<file path="src/rtl/sequencer.sv">
// -----------------------------------------------------------------------------
// sequencer
//   Fetch/execute sequencer for the 16-bit CPU core. Fetches a big-endian
//   16-bit instruction over the 8-bit memory port, plus an optional trailing
//   data byte. It holds the instruction, data and program counter registers
//   that feed the decoder, and applies branch and conditional-skip control flow.
//
// Parameters
//   RESET_PC        PC value loaded on reset
//
// Ports
//   clk             core clock, rising edge
//   rst_n           asynchronous active-low reset
//   run             allow a new instruction (sampled in IDLE / at boundary)
//   mem_req         memory read request
//   mem_addr[15:0]  byte address of the read (always the current pc)
//   mem_rdata[7:0]  read data, valid while mem_ack is high
//   mem_ack         read complete
//   inst[15:0]      instruction register to the decoder
//   data[7:0]       data-byte register to the decoder
//   dec_en          decoder enable (DECODE and EXEC)
//   dec_source_data decoder: instruction has a data byte
//   dec_branch      decoder: branch instruction
//   dec_if          decoder: conditional instruction
//   dec_rhs[15:0]   decoder: sign-extended branch offset
//   cond_true       datapath: selected condition holds
//   exec_en         datapath execute strobe
//   exec_stall      datapath busy, hold EXEC
//   pc[15:0]        program counter (next byte to fetch)
//   halted          high while idle
// -----------------------------------------------------------------------------
module sequencer #(
   parameter logic [15:0] RESET_PC = 16'h0000
) (
   input  logic        clk,
   input  logic        rst_n,
   input  logic        run,
   output logic        mem_req,
   output logic [15:0] mem_addr,
   input  logic [7:0]  mem_rdata,
   input  logic        mem_ack,
   output logic [15:0] inst,
   output logic [7:0]  data,
   output logic        dec_en,
   input  logic        dec_source_data,
   input  logic        dec_branch,
   input  logic        dec_if,
   input  logic [15:0] dec_rhs,
   input  logic        cond_true,
   output logic        exec_en,
   input  logic        exec_stall,
   output logic [15:0] pc,
   output logic        halted
);

   typedef enum logic [2:0] {
      ST_IDLE,
      ST_FETCH_HI,
      ST_FETCH_LO,
      ST_DECODE,
      ST_FETCH_DATA,
      ST_EXEC
   } state_t;

   state_t      state, state_nxt, boundary_nxt;
   logic        skip, skip_nxt;
   logic [15:0] pc_nxt;
   logic [15:0] inst_nxt;
   logic [7:0]  data_nxt;
   logic signed [15:0] rhs_s;

   assign rhs_s = dec_rhs;

   // The fetch address is always the pc; it cannot move while a read waits
   // because pc only advances on mem_ack.
   assign mem_addr = pc;

   always_ff @(posedge clk or negedge rst_n) begin
      if (!rst_n) begin
         state <= ST_IDLE;
         pc    <= RESET_PC;
         inst  <= 16'h0000;
         data  <= 8'h00;
         skip  <= 1'b0;
      end else begin
         state <= state_nxt;
         pc    <= pc_nxt;
         inst  <= inst_nxt;
         data  <= data_nxt;
         skip  <= skip_nxt;
      end
   end

   always_comb begin
      state_nxt = state;
      pc_nxt    = pc;
      inst_nxt  = inst;
      data_nxt  = data;
      skip_nxt  = skip;
      mem_req   = 1'b0;
      dec_en    = 1'b0;
      exec_en   = 1'b0;
      halted    = 1'b0;
      // Instruction boundary: a combinational decision, so back-to-back
      // instructions run without a bubble.
      boundary_nxt = run ? ST_FETCH_HI : ST_IDLE;

      case (state)
         ST_IDLE: begin
            halted = 1'b1;
            if (run) state_nxt = ST_FETCH_HI;
         end
         ST_FETCH_HI: begin
            mem_req = 1'b1;
            if (mem_ack) begin
               inst_nxt[15:8] = mem_rdata;
               pc_nxt         = pc + 16'd1;
               state_nxt      = ST_FETCH_LO;
            end
         end
         ST_FETCH_LO: begin
            mem_req = 1'b1;
            if (mem_ack) begin
               inst_nxt[7:0] = mem_rdata;
               pc_nxt        = pc + 16'd1;
               state_nxt     = ST_DECODE;
            end
         end
         ST_DECODE: begin
            dec_en = 1'b1;
            // A skipped instruction is still sized, so its data byte is fetched.
            if (dec_source_data) begin
               state_nxt = ST_FETCH_DATA;
            end else if (skip) begin
               skip_nxt  = 1'b0;
               state_nxt = boundary_nxt;
            end else begin
               state_nxt = ST_EXEC;
            end
         end
         ST_FETCH_DATA: begin
            mem_req = 1'b1;
            if (mem_ack) begin
               data_nxt = mem_rdata;
               pc_nxt   = pc + 16'd1;
               if (skip) begin
                  skip_nxt  = 1'b0;
                  state_nxt = boundary_nxt;
               end else begin
                  state_nxt = ST_EXEC;
               end
            end
         end
         ST_EXEC: begin
            dec_en  = 1'b1;
            exec_en = 1'b1;
            if (!exec_stall) begin
               // pc already points past this instruction; offset wraps mod 2^16.
               if (dec_branch) pc_nxt = $unsigned($signed(pc) + rhs_s);
               if (dec_if && !cond_true) skip_nxt = 1'b1;
               state_nxt = boundary_nxt;
            end
         end
         default: begin
            state_nxt = ST_IDLE;
         end
      endcase
   end

endmodule

</file>
<file path="config.mk">
export PLATFORM = sky130hd
export DESIGN_NAME = sequencer
export DESIGN_NICKNAME = d
export VERILOG_FILES = /design/src/rtl/sequencer.sv
export SDC_FILE = /design/constraint.sdc
export NUM_CORES = 1
export LEC_CHECK = 0
export CORE_AREA = 2 2 85 87
export DETAILED_ROUTE_END_ITERATION = 7
export DIE_AREA = 0 0 87 89
export PLACE_DENSITY = 0.89
export SYNTH_ARGS = -nofsm -noshare
export SYNTH_HDL_FRONTEND = slang
export SYNTH_SLANG_ARGS = --single-unit
</file>
<file path="constraint.sdc">
create_clock -name clk -period 3.02 [get_ports clk]
set_input_delay 0.604 -clock clk [delete_from_list [all_inputs] [get_ports clk]]
set_output_delay 0.604 -clock clk [all_outputs]
set_load 0.03 [all_outputs]
</file>
==> results of run 1 <==
power by group:
part	leakage, nW	switching (mW)	internal (mW)	total (mW)
sequential	0.523	0.370	0.878	1.25
combinational	1.14	2.03	1.54	3.57
clock	0.0614	0.208	0.271	0.479
synth_stat cells, types with 2 or more instances:
master / n
dfrtp_1: 44
a21oi_1: 35
mux2_2: 26
nand2_1: 22
nor2_1: 19
buf_4: 18
o21ai_0: 18
ha_1: 16
nand3_1: 15
nor3_1: 12
inv_1: 9
clkbuf_1: 7
xnor2_1: 7
a21o_1: 6
nand4_1: 6
xor2_1: 6
buf_2: 5
o22ai_1: 5
a31oi_1: 4
mux2i_1: 4
o21ai_1: 4
and3_1: 3
nor3b_1: 3
a221oi_2: 2
and2_1: 2
buf_6: 2
nand2b_1: 2
nor2_2: 2
nor2b_1: 2
nor4_1: 2
o211ai_1: 2
o21a_1: 2
o221ai_1: 2
o31a_1: 2
worst max-delay path: cells and delay by family (launching register included):
kind / cells / cell delay (ns)
buffers and inverters: 2 / 0.99
flip-flops: 1 / 0.73
AND/OR/NAND/NOR: 1 / 0.16
sequential cells by signal, indices dropped and copies added (netlist names):
| register | count |
|---|---|
| mem_addr | 16 |
| state | 3 |
| skip | 1 |
| data | 8 |
| inst | 16 |
layer usage:
layer	vias to the layer above	track usage, %	wire length (microns)
met5	-	0	0
met4	0	5.97	150
met3	16	4.89	631
met2	135	37.7	4010
met1	1384	26.9	3330
li1	1387	-	-
area by class of cell:
type / count / share of cell area [%]
Multi-Input combinational cell: 257 / 43.8
Sequential cell: 44 / 26.5
Timing Repair Buffer: 100 / 23.5
Tap cell: 80 / 2.41
Clock buffer: 6 / 1.99
Clock inverter: 2 / 0.933
Inverter: 10 / 0.903
logic make-up (layout without fill, tap and decap cells):
group                      count (synthesis)  count (layout)
adders and majority gates                 17              17
DFF                                       44              44
AOI/OAI and AO/OA                         94              94
muxes                                     31              31
xor gates and xnor gates                  13              13
and+or+nand+nor                          102             102
buffers and inverters                     43             118
per-stage QoR:
stage	setup TNS, ns	instance area (sq um)	instances	hold slack (ns)
5_1_grt	0	4160	499	0.532
6_report	0	4160	499	0.455
3_3_place_gp	0	4040	491	0.490
2_1_floorplan	0	3170	344	0.308
3_5_place_dp	-0.00255	4040	491	0.496
4_1_cts	0	4160	499	0.493
worst max path at each step:
stage | depth (start not counted) | to | slack (ns)
finish | 3 | exec_en | 0.23
detailed placement | 9 | mem_addr[14] | -0.003
floorplan | 8 | mem_addr[14] | 0.61
global route | 3 | exec_en | 0.08
global placement | 9 | mem_addr[14] | 0.07
CTS | 3 | exec_en | 0.23
==> results.yml, run 1 <==
power_and_ir_drop:
  power_density_nw_per_um2: 1270
  total_power_mw: 5.30
  ir_worst_vdd_mv: 0.715
  p_leak_nw: 1.72
cts:
  cts-hold-fix-buffers: 0
  clock_path_buffers: 2
  clk_pin_slew_ns: 0.09
  root_buffer: "clkbuf_8"
  post_cts_buffers: 0
  cts_num_sinks: 44
  cts_buffers: 5
  clk_latency_ns: 0.29
  cts_max_level: 2
  ctsResizeCount: 0
  tritoncts: "done"
final_layout:
  nNetsFinal: 468
  multi_input_area_sq_um: 1820
  layout_common_cells: "clkdlybuf4s50_1 (91), dfrtp_1 (44), a21oi_1 (35)"
  syn_to_final_growth_pct: 31.0
  post-route-util_pct: 61.9
  drive_gt1_share_pct: 14.3
  final_common_cell: "clkdlybuf4s50_1"
  fillCellCount: 564
  n_antenna_cell: 0
  regArea_sq_um: 1100
place:
  gp_congestion: 0.841
  dpl_worst_slack_ns: -0.00255
  numPortBuffers: 92
  dp_hpwl_mm: 5.96
global_routing:
  grt_overflow_total: 0
  antenna_found_initial: 0
  grt.total_usage_pct: 21.6
  grt_pass1_wl_mm: 13.4
  grt_start_max_net_pins: 45
  grt_pass1_vias: 2925
die:
  start_util_pct: 47.2
  die_h_microns: 89
  die_area_sq_um: 7740
  io_pins: 93
  die-width_microns: 87
  core_area_sq_um: 6720
  rows: 30
sta:
  tightest_slew_ns: 0.968
  fin_ws_ns: 0.229
  min_period_ns: 2.79
  period_share_pct: 92.4
  finClkSkew_ns: 0.00399
  final_hold_viol_count: 0
  drv_slew: 0
  max_freq_ghz: 0.358
  rsz0062_at_grt: "false"
  setup_viol: 0
  slew_headroom_pct: 35.4
critical_path:
  crit_chain: "nand3_2 -> inv_2 -> clkdlybuf4s50_1"
  r2r-start: "mem_addr[0]"
  r2r_cells: 8
  rrSetupSlack_ns: 0.49
  critical_path_class: "flop to output port"
  path_max_fanout: 20
  start_kind: "flop"
  required_ns: 2.42
  crit_path_end_kind: "output port"
  slowest_stage: "dfrtp_1"
  crit_start: "state[0]"
  slowest_delay_ns: 0.73
  crit_arrival_ns: 2.19
  r2r-end: "mem_addr[14]"
drt:
  viasPerCell: 5.86
  firstDrtPassIters: 5
  wl_per_cell_microns: 16.3
  via_count: 2922
  final_antenna_net_count: 0
  drcViolationCount: 0
  drt_iter0_drc: 243
  drt_wl_total_mm: 8.13
synthesis:
  ys_ff_latch: 44
  seq_area_frac_synth_pct: 34.7
  netlist_instances: 344
  syn_area_sq_um: 3170
  synth_top_area_share_pct: 34.7
  synth-edff-count: 0
  yosys.area_share.simple_pct: 17.0
  post_synth_num_cell_types: 62
  synth_xor_area_share_pct: 3.59
  synth_top_area_cell: "dfrtp_1"
  synthFlopType: "dfrtp_1"
  yosys_warnings: 0
  async_flop_share_pct: 100
  syn_area_per_cell_sq_um: 9.22
  synthAdderAreaFrac_pct: 6.94
  synthTopCellsByArea: "dfrtp_1 (35%), mux2_2 (9.2%), ha_1 (6.3%)"
  synth_compound_area_share_pct: 18.9
  synth_top_family_by_area: "compound AO/OA/AOI/OAI gates"
  synth_nets: 394
  muxShareOfSynthArea_pct: 11.0
hold_path:
  min_path_type: "input port to asynchronous set/reset pin"
run:
  drv_cap: 0
outcome:
  status: "finished clean"
Note: power is estimated with default switching activity, not from simulation.
==> run 2: changes to the inputs <==
Settings changed: RECOVER_POWER from default to 25.
==> results.yml, run 2 (same netlist as run 1, synthesis figures left out) <==
outcome:
  status: "finished, violations left"
  violations: "capacitance limit, slew limit"
global_routing:
  grt_pass1_wl_mm: 13.4
  antenna_found_initial: 0
  grt_overflow_total: 0
  grt_start_max_net_pins: 45
  grt.total_usage_pct: 21.6
  grt_pass1_vias: 2925
die:
  core_area_sq_um: 6720
  die-width_microns: 87
  io_pins: 93
  rows: 30
  die_area_sq_um: 7740
  die_h_microns: 89
  start_util_pct: 47.2
drt:
  drt_wl_total_mm: 8.13
  viasPerCell: 5.85
  wl_met3_microns: 683
  drt_iter0_drc: 243
  highest_layer: "met4"
  drcViolationCount: 0
  met1_length_mm: 3.30
  wl_per_cell_microns: 16.3
  via_count: 2919
  firstDrtPassIters: 5
  route.met2.wl_mm: 4.01
  final_antenna_net_count: 0
power_and_ir_drop:
  ir_worst_vdd_mv: 0.716
  p_leak_nw: 1.72
  power_density_nw_per_um2: 1280
critical_path:
  crit_path_end_kind: "output port"
  path_max_fanout: 20
  crit_chain: "nand3_2 -> inv_2 -> clkdlybuf4s50_1"
  slowest_stage: "dfrtp_1"
  start_kind: "flop"
  crit_arrival_ns: 2.19
  slowest_delay_ns: 0.73
  critical_path_class: "flop to output port"
  required_ns: 2.42
sta:
  tightest_slew_ns: 2.33
  fin_ws_ns: 0.227
  drv_slew: 45
  finClkSkew_ns: 0.00425
  min_period_ns: 2.79
  whs_ns: 0.515
  max_freq_ghz: 0.358
  final_hold_viol_count: 0
  rsz0062_at_grt: "false"
  slew_headroom_pct: -55.1
  setup_viol: 0
  period_share_pct: 92.5
place:
  placed_cell_area_sq_um: 4040
  numPortBuffers: 92
  gp_congestion: 0.841
  dpl_worst_slack_ns: -0.00255
  dp_hpwl_mm: 5.96
final_layout:
  n_antenna_cell: 0
  stdcell_area_sq_um: 4160
  post-route-util_pct: 61.8
  layout_common_cells: "clkdlybuf4s50_1 (91), dfrtp_1 (44), a21oi_1 (35)"
  fillCellCount: 565
  syn_to_final_growth_pct: 31.0
  nNetsFinal: 468
  drive_gt1_share_pct: 14.1
  final_common_cell: "clkdlybuf4s50_1"
cts:
  post_cts_buffers: 0
  cts_num_sinks: 44
  clock_path_buffers: 2
  cts-hold-fix-buffers: 0
  clk_pin_slew_ns: 0.09
  root_buffer: "clkbuf_8"
  ctsResizeCount: 0
  tritoncts: "done"
  clk_latency_ns: 0.29
  cts_buffers: 5
  cts_max_level: 2
run:
  drv_cap: 1
hold_path:
  min_path_type: "flop to flop"
[run 2: cell count changes in the layout (fill, tap and decap cells not counted)]
cell	before	now
clkbuf_1	0	1
buf_2	1	0
[run 2: routing by layer]
metal	GRT usage, %	up-vias
li1	-	1388
met1	26.9	1370
met2	37.7	147
met3	4.89	14
met4	5.97	0
met5	0	-
[run 2: stage by stage]
step                      TNS [ns]  instances  total power, mW
after floorplan                  0        344             3.68
after global placement           0        491             4.71
after detailed placement  -0.00255        491             4.79
after CTS                        0        499             5.30
after global routing             0        499             5.65
final                            0        499             5.30
[run 2: area by class of cell]
| cell class | count | area [sq um] | share of cell area (%) |
|---|---|---|---|
| clock inverter | 2 | 38.8 | 0.933 |
| sequential | 44 | 1100 | 26.5 |
| timing repair buffer | 100 | 975 | 23.5 |
| inverter | 10 | 37.5 | 0.903 |
| tap | 80 | 100 | 2.41 |
| clock buffer | 6 | 82.6 | 1.99 |
| multi-input combinational | 257 | 1820 | 43.8 |
[run 2: critical path, delay by kind of cell (launching register included)]
family	cells	cell delay, ns
and+or+nand+nor	1	0.16
buffers and inverters	2	1.00
DFF	1	0.73
[run 2: final timing paths]
check	start	slack, ns	to	cells past startpoint
min reg2reg	data[7]	0.52	data[7]	1
max	state[0]	0.23	exec_en	3
max in group asynchronous	rst_n	0.70	mem_addr[9]	1
min	data[7]	0.52	data[7]	1
max reg2reg	mem_addr[0]	0.49	mem_addr[14]	8
min in group asynchronous	rst_n	1.00	inst[3]	1
[run 2: power breakdown]
part	switching [mW]	internal, mW
Sequential	0.370	0.878
Combinational	2.03	1.54
Clock	0.209	0.271
